===== src/rtl/sram_byte_req_ctrl_pkg.sv =====
// Shared constants, FSM state type and entry-width helper for the byte-wide
// SRAM request controller.
package sram_ctrl_pkg;

   localparam int unsigned DEF_WORD_ADDR_W = 9;
   localparam int unsigned LANES           = 4;
   localparam int unsigned LANE_W          = 8;

   typedef enum logic [0:0] {
      ST_IDLE,
      ST_RD_WAIT
   } state_e;

   // Queue entry packs {we, byte address, write byte}.
   function automatic int unsigned entry_width(input int unsigned word_addr_w);
      return 1 + word_addr_w + 2 + LANE_W;
   endfunction

endpackage


===== src/rtl/sram_byte_req_ctrl_if.sv =====
// Byte request/response channel plus the 1rw SRAM macro port.
interface sram_byte_req_ctrl_if
   import sram_ctrl_pkg::*;
#(
   parameter int unsigned WORD_ADDR_W = DEF_WORD_ADDR_W
) ();

   logic                     req_valid;
   logic                     req_ready;
   logic                     req_we;
   logic [WORD_ADDR_W+1:0]   req_addr;
   logic [LANE_W-1:0]        req_wdata;

   logic                     rsp_valid;
   logic                     rsp_ready;
   logic [LANE_W-1:0]        rsp_data;

   logic                     ram_clk0;
   logic                     ram_csb0;
   logic                     ram_web0;
   logic [LANES-1:0]         ram_wmask0;
   logic [WORD_ADDR_W-1:0]   ram_addr0;
   logic [LANES*LANE_W-1:0]  ram_din0;
   logic [LANES*LANE_W-1:0]  ram_dout0;

   modport master (
      output req_valid, req_we, req_addr, req_wdata, rsp_ready,
      input  req_ready, rsp_valid, rsp_data
   );

   modport slave (
      input  req_valid, req_we, req_addr, req_wdata, rsp_ready, ram_dout0,
      output req_ready, rsp_valid, rsp_data,
      output ram_clk0, ram_csb0, ram_web0, ram_wmask0, ram_addr0, ram_din0
   );

   modport mem (
      input  ram_clk0, ram_csb0, ram_web0, ram_wmask0, ram_addr0, ram_din0,
      output ram_dout0
   );

endinterface


===== src/rtl/sram_byte_req_ctrl_fifo.sv =====
// In-order request queue: pointer-plus-count FIFO, head visible combinationally,
// no pass-through from push to head in the same cycle.
module sram_req_fifo #(
   parameter int unsigned DEPTH = 2,
   parameter int unsigned WIDTH = 8
) (
   input  logic             clk,
   input  logic             rst,
   input  logic             push,
   input  logic             pop,
   input  logic [WIDTH-1:0] wdata,
   output logic             full,
   output logic             empty,
   output logic [WIDTH-1:0] head
);

   localparam int unsigned PTR_W = (DEPTH > 1) ? $clog2(DEPTH) : 1;
   localparam int unsigned CNT_W = $clog2(DEPTH + 1);

   logic [WIDTH-1:0] mem [DEPTH];
   logic [PTR_W-1:0] wr_ptr_q, rd_ptr_q;
   logic [CNT_W-1:0] count_q;
   logic             do_push, do_pop;

   assign do_push = push && !full;
   assign do_pop  = pop && !empty;

   always_ff @(posedge clk or posedge rst) begin
      if (rst) begin
         wr_ptr_q <= '0;
         rd_ptr_q <= '0;
         count_q  <= '0;
      end else begin
         if (do_push) wr_ptr_q <= wr_ptr_q + PTR_W'(1);
         if (do_pop)  rd_ptr_q <= rd_ptr_q + PTR_W'(1);
         count_q <= count_q + CNT_W'(do_push) - CNT_W'(do_pop);
      end
   end

   // Storage needs no reset; count gates every read of it.
   always_ff @(posedge clk) begin
      if (do_push) mem[wr_ptr_q] <= wdata;
   end

   assign full  = (count_q == CNT_W'(DEPTH));
   assign empty = (count_q == '0);
   assign head  = mem[rd_ptr_q];

endmodule


===== src/rtl/sram_byte_req_ctrl.sv =====
// Byte request front end for a 1rw 32-bit SRAM: queues requests, issues word
// accesses with one-hot lane masks and returns read bytes in order.
module sram_byte_req_ctrl
   import sram_ctrl_pkg::*;
#(
   parameter int unsigned WORD_ADDR_W = DEF_WORD_ADDR_W,
   parameter int unsigned FIFO_DEPTH  = 2
) (
   input  logic               clk,
   input  logic               rst,
   sram_byte_req_ctrl_if.slave bus,
   output logic               busy
);

   localparam int unsigned BYTE_ADDR_W = WORD_ADDR_W + 2;
   localparam int unsigned ENTRY_W     = entry_width(WORD_ADDR_W);

   logic                   push, full, empty, issue;
   logic [ENTRY_W-1:0]     head;
   logic                   head_we;
   logic [BYTE_ADDR_W-1:0] head_addr;
   logic [LANE_W-1:0]      head_wdata;
   logic [1:0]             head_lane;

   state_e                 state_q, state_d;
   logic [1:0]             lane_q, lane_d;
   logic                   rsp_valid_q, rsp_valid_d;
   logic [LANE_W-1:0]      rsp_data_q, rsp_data_d;

   assign push = bus.req_valid && !full;

   sram_req_fifo #(
      .DEPTH (FIFO_DEPTH),
      .WIDTH (ENTRY_W)
   ) u_fifo (
      .clk   (clk),
      .rst   (rst),
      .push  (push),
      .pop   (issue),
      .wdata ({bus.req_we, bus.req_addr, bus.req_wdata}),
      .full  (full),
      .empty (empty),
      .head  (head)
   );

   assign {head_we, head_addr, head_wdata} = head;
   assign head_lane = head_addr[1:0];

   // Writes may slip past a held response; reads wait until it is consumed.
   assign issue = !empty && (state_q == ST_IDLE) && (head_we || !rsp_valid_q);

   always_comb begin
      state_d     = state_q;
      lane_d      = lane_q;
      rsp_valid_d = rsp_valid_q && !bus.rsp_ready;
      rsp_data_d  = rsp_data_q;
      unique case (state_q)
         ST_IDLE: begin
            if (issue && !head_we) begin
               state_d = ST_RD_WAIT;
               lane_d  = head_lane;
            end
         end
         ST_RD_WAIT: begin
            rsp_data_d  = bus.ram_dout0[{lane_q, 3'b000} +: LANE_W];
            rsp_valid_d = 1'b1;
            state_d     = ST_IDLE;
         end
         default: state_d = ST_IDLE;
      endcase
   end

   always_ff @(posedge clk or posedge rst) begin
      if (rst) begin
         state_q     <= ST_IDLE;
         lane_q      <= '0;
         rsp_valid_q <= 1'b0;
         rsp_data_q  <= '0;
      end else begin
         state_q     <= state_d;
         lane_q      <= lane_d;
         rsp_valid_q <= rsp_valid_d;
         rsp_data_q  <= rsp_data_d;
      end
   end

   always_comb begin
      bus.ram_csb0   = 1'b1;
      bus.ram_web0   = 1'b1;
      bus.ram_wmask0 = '0;
      bus.ram_addr0  = '0;
      bus.ram_din0   = '0;
      if (issue) begin
         bus.ram_csb0  = 1'b0;
         bus.ram_addr0 = head_addr[BYTE_ADDR_W-1:2];
         if (head_we) begin
            bus.ram_web0   = 1'b0;
            bus.ram_wmask0 = LANES'(1) << head_lane;
            bus.ram_din0   = (LANES*LANE_W)'(head_wdata) << {head_lane, 3'b000};
         end
      end
   end

   assign bus.req_ready = !full;
   assign bus.rsp_valid = rsp_valid_q;
   assign bus.rsp_data  = rsp_data_q;
   assign bus.ram_clk0  = clk;
   assign busy          = !empty || (state_q != ST_IDLE) || rsp_valid_q;

endmodule


===== src/flat_wrapper.sv =====
// flat-port wrapper written by rule: the top's interface ports become plain ports
module sram_byte_req_ctrl_flat import sram_ctrl_pkg::*;
#(
   parameter int unsigned WORD_ADDR_W = DEF_WORD_ADDR_W,
   parameter int unsigned FIFO_DEPTH  = 2
)
  (clk, rst, busy, bus_req_valid, bus_req_we, bus_req_addr, bus_req_wdata, bus_rsp_ready, bus_ram_dout0, bus_req_ready, bus_rsp_valid, bus_rsp_data, bus_ram_clk0, bus_ram_csb0, bus_ram_web0, bus_ram_wmask0, bus_ram_addr0, bus_ram_din0);
  sram_byte_req_ctrl_if #(.WORD_ADDR_W(WORD_ADDR_W)) bus_i ();
  input  logic clk;
  input  logic rst;
  output logic busy;
  input wire logic [$bits(bus_i.req_valid)-1:0] bus_req_valid;
  input wire logic [$bits(bus_i.req_we)-1:0] bus_req_we;
  input wire logic [$bits(bus_i.req_addr)-1:0] bus_req_addr;
  input wire logic [$bits(bus_i.req_wdata)-1:0] bus_req_wdata;
  input wire logic [$bits(bus_i.rsp_ready)-1:0] bus_rsp_ready;
  input wire logic [$bits(bus_i.ram_dout0)-1:0] bus_ram_dout0;
  output wire logic [$bits(bus_i.req_ready)-1:0] bus_req_ready;
  output wire logic [$bits(bus_i.rsp_valid)-1:0] bus_rsp_valid;
  output wire logic [$bits(bus_i.rsp_data)-1:0] bus_rsp_data;
  output wire logic [$bits(bus_i.ram_clk0)-1:0] bus_ram_clk0;
  output wire logic [$bits(bus_i.ram_csb0)-1:0] bus_ram_csb0;
  output wire logic [$bits(bus_i.ram_web0)-1:0] bus_ram_web0;
  output wire logic [$bits(bus_i.ram_wmask0)-1:0] bus_ram_wmask0;
  output wire logic [$bits(bus_i.ram_addr0)-1:0] bus_ram_addr0;
  output wire logic [$bits(bus_i.ram_din0)-1:0] bus_ram_din0;
  assign bus_i.req_valid = bus_req_valid;
  assign bus_i.req_we = bus_req_we;
  assign bus_i.req_addr = bus_req_addr;
  assign bus_i.req_wdata = bus_req_wdata;
  assign bus_i.rsp_ready = bus_rsp_ready;
  assign bus_i.ram_dout0 = bus_ram_dout0;
  assign bus_req_ready = bus_i.req_ready;
  assign bus_rsp_valid = bus_i.rsp_valid;
  assign bus_rsp_data = bus_i.rsp_data;
  assign bus_ram_clk0 = bus_i.ram_clk0;
  assign bus_ram_csb0 = bus_i.ram_csb0;
  assign bus_ram_web0 = bus_i.ram_web0;
  assign bus_ram_wmask0 = bus_i.ram_wmask0;
  assign bus_ram_addr0 = bus_i.ram_addr0;
  assign bus_ram_din0 = bus_i.ram_din0;
  sram_byte_req_ctrl #(.WORD_ADDR_W(WORD_ADDR_W), .FIFO_DEPTH(FIFO_DEPTH)) u_core (.clk(clk), .rst(rst), .bus(bus_i), .busy(busy));
endmodule

===== config.mk =====
export PLATFORM = sky130hd
export DESIGN_NAME = sram_byte_req_ctrl_flat
export DESIGN_NICKNAME = d
export VERILOG_FILES = /design/src/rtl/sram_byte_req_ctrl_pkg.sv /design/src/rtl/sram_byte_req_ctrl_if.sv /design/src/rtl/sram_byte_req_ctrl_fifo.sv /design/src/rtl/sram_byte_req_ctrl.sv /design/src/flat_wrapper.sv
export SDC_FILE = /design/constraint.sdc
export NUM_CORES = 1
export LEC_CHECK = 0
export ABC_AREA = 1
export CAP_MARGIN = 20
export CORE_MARGIN = 10
export CORE_UTILIZATION = 44
export DETAILED_ROUTE_END_ITERATION = 8
export PLACE_DENSITY = 0.8
export SYNTH_ARGS = -nofsm -noshare
export SYNTH_HDL_FRONTEND = slang
export SYNTH_SLANG_ARGS = --single-unit
export TNS_END_PERCENT = 50

===== constraint.sdc =====
create_clock -name clk -period 2.3 [get_ports clk]
set_clock_uncertainty 0.05 [all_clocks]
set_input_delay 0.46 -clock clk [delete_from_list [all_inputs] [get_ports clk]]
set_output_delay 0.46 -clock clk [all_outputs]
set_load 0.005 [all_outputs]

Yosys cells after proc, flatten, opt, wreduce, memory -nomap -nowiden:

Memory sizes are Yosys's and may differ from the RTL's.
Cells that the tools add are included.

* add/subtract/negate cells: 4
* equality and inequality tests: 1
* shift-type cells: 3
* multiplexer cells: 13
* bitwise logic cells: 1
* reductions and logical operators: 17

Operators with widths (count)
* 2-to-1 mux 32 bit: 2
* indexed part select 32 x 6 -> 8 bit: 1
* left shift 8 x 5 -> 32 bit: 1
* 2-to-1 mux 9 bit: 1
* 2-to-1 mux 4 bit: 2
* logical AND 1 bit: 7
* 2-to-1 mux 1 bit: 7
* zero test 1 bit: 5
* left shift 1 x 2 -> 4 bit (first input constant): 1
* logical OR 1 bit: 3
* adder 1 bit (second input constant): 2
* adder 2 x 1 -> 2 bit: 1
* equality test 2 bit (second input constant): 1
* zero test 2 bit: 1
* case mux 1 bit (2 select lines): 1
* AND reduction 2 bit: 1
* subtractor 2 x 1 -> 2 bit: 1
* inverter 1 bit: 1

* register bits: 16
* bits in writable memories: 40
* bits of input ports: 56
* output and inout port bits: 59
* memories kept: 1

Memories
* u_core.u_fifo.mem: words 2, bits a word 20, rd ports 1, clocked after memory_dff 0, wr ports 1, line sram_byte_req_ctrl_fifo.sv:20 `logic [WIDTH-1:0] mem [DEPTH];`

Longest topological paths before layout:

Gate-level depths: netlist (run 1).

* depth after elaboration: 7
* depth in mapped cells: 12
* mapped depth without buffers: 10

Modules after synthesis:

A second synthesis (run 1) with hierarchy kept.

* cells, all modules: 361
* area total of the unflattened synthesis: 2926.6 sq um

Modules (own cells, without submodules)
* sram_req_fifo: times used 1, cells an instance 139, area each 1701.6 sq um
* sram_byte_req_ctrl: times used 1, cells an instance 222, area each 1224.9 sq um

==> flow_metrics.env, run 1 <==
export IMPL_syn_to_final_growth_pct=51.78
export IMPL_synth_top_family_by_area="simple AND/OR/NAND/NOR gates"
export IMPL_hp_class="in -> async"
export IMPL_drc=0
export IMPL_synthSimpleGateAreaFrac=0.3273
export IMPL_worst_slew_pin_slew_ns=0.6002
export IMPL_critPathRequiredTime_ns=1.79
export IMPL_n_fill_cell=520
export IMPL_setup_viol=14
export IMPL_synthDistinctLibCells=24
export IMPL_io_buffer_count=114
export IMPL_clk_pin_slew_worst_paths_ns=0.10
export IMPL_multiInputGateArea_mm2=0.001254
export IMPL_grt_pass1_wl_um=13830
export IMPL_async_flop_share=0.2857
export IMPL_worst_r2r_cell_count=10
export IMPL_max_slew_margin_rel=0.5994
export IMPL_dpl_cell_count=534
export IMPL_period_share=1.088
export IMPL_slew_viol_final=0
export IMPL_status="complete, but fails checks"
export IMPL_core_area_mm2=0.006756
export IMPL_r2r_setup_slack_ns=0.33
export IMPL_die_area_mm2=0.01060
export IMPL_ys_seq_area_frac=0.5289
export IMPL_viasPerCell=4.946
export IMPL_muxShareOfSynthArea=0
export IMPL_clock_fmax_ghz=0.3997
export IMPL_path_cells="clkinv_4, nand2_1, nand2_4, nand4_2, inv_1, clkdlybuf4s50_1"
export IMPL_fp_dieH_um=103.0
export IMPL_ant_nets=0
export IMPL_synthAdderAreaFrac=0.008264
export IMPL_worstSetupEndpointType="output pin"
export IMPL_grt_max_degree=22
export IMPL_path_max_fanout=10
export IMPL_vias=2829
export IMPL_die_w_um=103.0
export IMPL_syn_area_per_cell_um2=8.751
export IMPL_synthXorXnorAreaFrac=0.005785
export IMPL_tritoncts="built"
export IMPL_grt_pass1_vias=2853
export IMPL_synth_top_flop_cell="edfxtp_1"
export IMPL_synth_compound_area_share=0.03099
export IMPL_slowest_stage="clkdlybuf4s50_1"
export IMPL_yosysWarnings=0
export IMPL_cp_slowest_stage_delay_ns=0.50
export IMPL_final_cell_mix="nand2_1, clkdlybuf4s50_1, nor2_1, edfxtp_1, inv_1"
export IMPL_netlist_area_mm2=0.003028
export IMPL_hold_buffers=0
export IMPL_crit_family="buffers and inverters"
export IMPL_holdWs_ns=0.3553
export IMPL_rows=30
export IMPL_syn_num_nets=404
export IMPL_p_leak_nw=2.265
export IMPL_r2r_end="u_core.u_fifo.count_q[1]"
export IMPL_synth_edf_count=40
export IMPL_dp_hpwl_um=6333
export IMPL_antenna_found_initial=0
export IMPL_track_usage=0.1633
export IMPL_start_kind="register"
export IMPL_rsz0062_at_grt="yes"
export IMPL_rr_startpoint="u_core.u_fifo.count_q[1]"
export IMPL_routed_wirelength_um=9184
export IMPL_drt_iter0_markers=143
export IMPL_drtPass1Iterations=4
export IMPL_regArea_mm2=0.001604
export IMPL_final_common_cell="nand2_1"
export IMPL_place_gp_congestion=0.7989
export IMPL_ys_ff_latch=56
export IMPL_start_util=0.4481
export IMPL_ios=115
export IMPL_finalWorstSetupSlack_ns=-0.2021
export IMPL_violations="setup timing"
export IMPL_max_cap_viol_count=0
export IMPL_power_density_mw_per_mm2=1198
export IMPL_layout_cells_non_filler=572
export IMPL_ir_worst_vdd_uv=750.7
export IMPL_cp_arrival_ns=1.99
export IMPL_diodes=0
export IMPL_post_route_min_period_ns=2.502
export IMPL_finalHoldViolCount=0
export IMPL_final_net_count=549
export IMPL_gr_total_overflow=0
export IMPL_avgRoutedWirePerCell_um=16.06
export IMPL_cp_buffers_inverters=3
export IMPL_power_mw=5.505
export IMPL_crit_type="reg -> out"
export IMPL_drive_gt1_frac=0.2642
export IMPL_syn_inst=346
export IMPL_clk_latency_ns=0.42
worst reg2reg max path, stage by stage (launching register included):
cell and delay (ns):
dfrtp_1 0.42, nor2_4 0.18, nor2_8 0.08, buf_4 0.15, nand2_2 0.08, buf_12 0.18
inv_1 0.07, ha_1 0.27, inv_1 0.04, ha_1 0.18, xnor2_1 0.18
report_power, final:
group | internal (mW) | switching (mW) | total [mW]
clock | 0.367 | 0.365 | 0.731
combinational | 1.39 | 1.74 | 3.13
sequential | 1.41 | 0.232 | 1.65
how the worst max path moves through the flow:
stage / cells past startpoint / start / slack, ns / to
2_1_floorplan: 3 / u_core.u_fifo.count_q[1] / 0.34 / u_core.u_fifo.mem[1][0]
3_3_place_gp: 6 / u_core.u_fifo.rd_ptr_q / 0.03 / bus_ram_din0[31]
3_5_place_dp: 6 / u_core.u_fifo.rd_ptr_q / 0.005 / bus_ram_din0[19]
4_1_cts: 6 / u_core.u_fifo.rd_ptr_q / -0.26 / bus_ram_din0[10]
5_1_grt: 6 / u_core.u_fifo.rd_ptr_q / -0.32 / bus_ram_wmask0[3]
6_report: 6 / u_core.u_fifo.rd_ptr_q / -0.20 / bus_ram_wmask0[3]
synth_stat cells, drive strengths merged, types with 8 or more instances:
master    n  area [um^2]
nand2   127        516.7
nor2     55        242.7
inv      44        170.2
edfxtp   40         1201
buf      16        128.9
dfrtp    16        400.4
nand4    13        126.4
nand3    11        55.05
a21oi    10        83.83
or2       8        50.05
cell families after synthesis:
logic type      Yosys count
compound gates           12
xor+xnor                  2
fa+ha+maj                 2
buf+inv                  60
flops                    56
simple gates            214
final cells by class:
class                      count  share of cell area
sequential                    56              0.3490
timing repair buffer         147              0.2875
multi-input combinational    233              0.2728
inverter                      44             0.03703
clock buffer                   9             0.02695
tap                           80             0.02178
clock inverter                 3            0.004901
what timing repair did:
action	in CTS	in global routing
setup buffers	12	12
endpoints found under the setup margin	48	47
gates cloned	3	0
endpoints found under the hold margin	0	0
resized for setup	68	53
pin swaps	5	8
state kept, by name, summed over array words and instances (netlist names):
register,flops
u_core.u_fifo.mem,40
u_core.lane_q,2
u_core.u_fifo.rd_ptr_q,1
u_core.state_q,1
u_core.u_fifo.wr_ptr_q,1
u_core.u_fifo.count_q,2
u_core.bus.rsp_data,8
u_core.bus.rsp_valid,1
metal layers:
metal,wire (um),track usage,share of wire,vias up
li1,-,-,-,1381
met1,3620,0.1883,0.39,1303
met5,0,0,0,-
met2,4586,0.2774,0.50,121
met4,262,0.05775,0.029,0
met3,715,0.05295,0.078,24
through the flow:
step | util | setup TNS [ns] | worst slack (ns) | cell area [um^2]
global route | 0.6802 | -4.233 | -0.3205 | 4596
finish | 0.6802 | -0.9923 | -0.2021 | 4596
global placement | 0.6265 | 0 | 0.03459 | 4233
detailed placement | 0.6265 | 0 | 0.004536 | 4233
floorplan | - | 0 | 0.3415 | 3028
CTS | 0.6685 | -2.204 | -0.2620 | 4517
No activity file was read; power rests on OpenSTA's default activity.
==> run 2: changes to the inputs <==
==> constraint.sdc (replaced) <==
create_clock -name clk -period 2.7 [get_ports clk]
set_clock_uncertainty 0.05 [all_clocks]
set_input_delay 0.54 -clock clk [delete_from_list [all_inputs] [get_ports clk]]
set_output_delay 0.54 -clock clk [all_outputs]
set_load 0.005 [all_outputs]
==> run 2 against run 1 <==
Effect of this change:
- the run still ends with setup timing left
- critical path type unchanged
- clock power shrank 18%
- combinational power shrank 27%
- first-iteration DRC count shrank 3.5%
- total power shrank 22%
- cell count shrank 4.7%
- sequential cell count is the same
- largest cell class unchanged
- cell area shrank 2.9%
- sequential power shrank 14%
- critical endpoint is now bus_ram_din0[19]
- highest routed layer unchanged
- non-clock buffer count shrank 25
==> flow_metrics.env, run 2 (synthesis results as in run 1) <==
export IMPL_status="complete, but fails checks"
export IMPL_violations="setup timing"
export IMPL_n_fill_cell=542
export IMPL_combPwrFrac=0.531
export IMPL_final_net_count=522
export IMPL_slew_viol_final=0
export IMPL_final_common_cell="nand2_1"
export IMPL_dpl_instance_area_mm2=0.004203
export IMPL_intPower_mw=2.524
export IMPL_final_core_util=0.6607
export IMPL_antenna_found_initial=0
export IMPL_core_area_mm2=0.006756
export IMPL_finalHoldViolCount=0
export IMPL_vias=2609
export IMPL_start_kind="register"
export IMPL_routed_wirelength_um=8253
export IMPL_track_usage=0.1526
export IMPL_finalWorstSetupSlack_ns=-0.01527
export IMPL_power_net_switching_mw=1.775
export IMPL_clk_pin_slew_worst_paths_ns=0.09
export IMPL_regMostFlops="u_core.u_fifo.mem"
export IMPL_drt_iter0_markers=138
export IMPL_io_buffer_count=114
export IMPL_worst_slew_pin_slew_ns=0.5802
export IMPL_syn_to_final_growth_pct=47.44
export IMPL_critPathRequiredTime_ns=2.11
export IMPL_dp_slack_ns=0.2739
export IMPL_viasPerCell=4.787
export IMPL_diodes=0
export IMPL_clk_latency_ns=0.40
export IMPL_path_max_fanout=10
export IMPL_max_cap_viol_count=0
export IMPL_cp_arrival_ns=2.13
export IMPL_rsz0062_at_grt="yes"
export IMPL_die_area_mm2=0.01060
export IMPL_ant_nets=0
export IMPL_max_slew_margin_rel=0.6128
export IMPL_fp_dieH_um=103.0
export IMPL_swShare=0.4128
export IMPL_period_share=1.006
export IMPL_avgRoutedWirePerCell_um=15.14
export IMPL_setup_viol=3
export IMPL_largest_register_ffs=40
export IMPL_power_mw=4.299
export IMPL_rows=30
export IMPL_final_cell_mix="nand2_1, clkdlybuf4s50_1, nor2_1"
export IMPL_crit_type="reg -> out"
export IMPL_clock_fmax_ghz=0.3683
export IMPL_worstSetupEndpointType="output pin"
export IMPL_worst_r2r_cell_count=11
export IMPL_place_gp_congestion=0.8101
export IMPL_grt_max_degree=22
export IMPL_start_util=0.4481
export IMPL_power_density_mw_per_mm2=963.0
export IMPL_drive_gt1_frac=0.1527
export IMPL_drc=0
export IMPL_grt_pass1_wl_um=12830
export IMPL_ir_worst_vdd_uv=570.8
export IMPL_ios=115
export IMPL_grt_pass1_vias=2600
export IMPL_drtPass1Iterations=6
export IMPL_clkPwrFrac=0.139
export IMPL_gr_total_overflow=0
export IMPL_p_leak_nw=2.308
export IMPL_post_route_min_period_ns=2.715
export IMPL_design_area_mm2=0.004464
export IMPL_tritoncts="built"
export IMPL_die_w_um=103.0
export IMPL_dp_hpwl_um=6224
export IMPL_hp_class="in -> async"
export IMPL_seq_power_share=0.329
-- run 2: cell types whose count changed in the layout (fill, tap and decap cells not counted), moves of 3 or more --
| cell | previous run | this run |
|---|---|---|
| buf_4 | 32 | 7 |
| clkbuf_2 | 16 | 0 |
| clkdlybuf4s15_1 | 7 | 0 |
| clkdlybuf4s50_1 | 66 | 89 |
| dlygate4sd2_1 | 14 | 1 |
| dlymetal6s2s_1 | 8 | 24 |
| inv_1 | 35 | 41 |
| inv_2 | 8 | 2 |
| nand2_1 | 108 | 113 |
| nand2_4 | 6 | 3 |
-- run 2: final timing paths --
check / start / to / slack [ns]
hold reg to reg: u_core.bus.rsp_data[5] / u_core.bus.rsp_data[5] / 0.44
hold / removal: rst / u_core.u_fifo.wr_ptr_q / 0.44
max in group asynchronous: rst / u_core.u_fifo.rd_ptr_q / 1.75
setup reg to reg: u_core.u_fifo.rd_ptr_q / u_core.u_fifo.count_q[1] / 0.76
setup / recovery: u_core.u_fifo.rd_ptr_q / bus_ram_din0[19] / -0.02
min in group clk: u_core.bus.rsp_data[5] / u_core.bus.rsp_data[5] / 0.44
-- run 2: what timing repair did --
| action | in CTS | in global routing |
|---|---|---|
| hold buffers | 0 | 0 |
| cloned | 1 | 0 |
| setup endpoints to repair | 46 | 45 |
| pin swaps | 1 | 4 |
| buffers inserted | 3 | 0 |
| gates resized for setup | 8 | 29 |
-- run 2: stage by stage --
| stage | hold slack [ns] | setup TNS, ns | instances |
|---|---|---|---|
| finish | 0.4369 | -0.02343 | 545 |
| CTS | 0.4420 | 0 | 545 |
| global route | 0.4756 | -1.904 | 545 |
| global placement | 0.4109 | 0 | 530 |
| detailed placement | 0.4176 | 0 | 530 |
| floorplan | 0.4037 | 0 | 346 |
-- run 2: power by group through the flow --
stage	sequential (mW)	combinational [mW]	clock, mW
CTS	1.42	2.32	0.621
global route	1.45	2.52	0.662
floorplan	1.32	1.46	0.0240
detailed placement	1.43	2.24	0.0312
global placement	1.41	2.20	0.0312
finish	1.42	2.28	0.599
-- run 2: layout make-up --
type                    count  area, um^2  area share
flip-flops and latches     56        1604      0.3593
repair buffers            122        1274      0.2853
multi-input cells         230        1161      0.2601
inverters                  44       172.7     0.03868
clock buffers               9       120.1     0.02691
well taps                  80       100.1     0.02242
clock inverters             3       23.77    0.005325
repair inverters            1       8.758    0.001962
-- run 2: worst max-delay path: stages (launching register included) --
cell	delay, ns
dfrtp_2	0.50
buf_6	0.15
nand2_1	0.09
nand2_4	0.15
nand4_4	0.17
nor2_1	0.14
clkdlybuf4s50_1	0.52
-- run 2: routing by layer --
metal | global-route usage | up-vias | wire length, um
met4 | 0.04599 | 0 | 87
met2 | 0.2448 | 95 | 4062
li1 | - | 1315 | -
met3 | 0.05094 | 8 | 688
met5 | 0 | - | 0
met1 | 0.1903 | 1191 | 3414
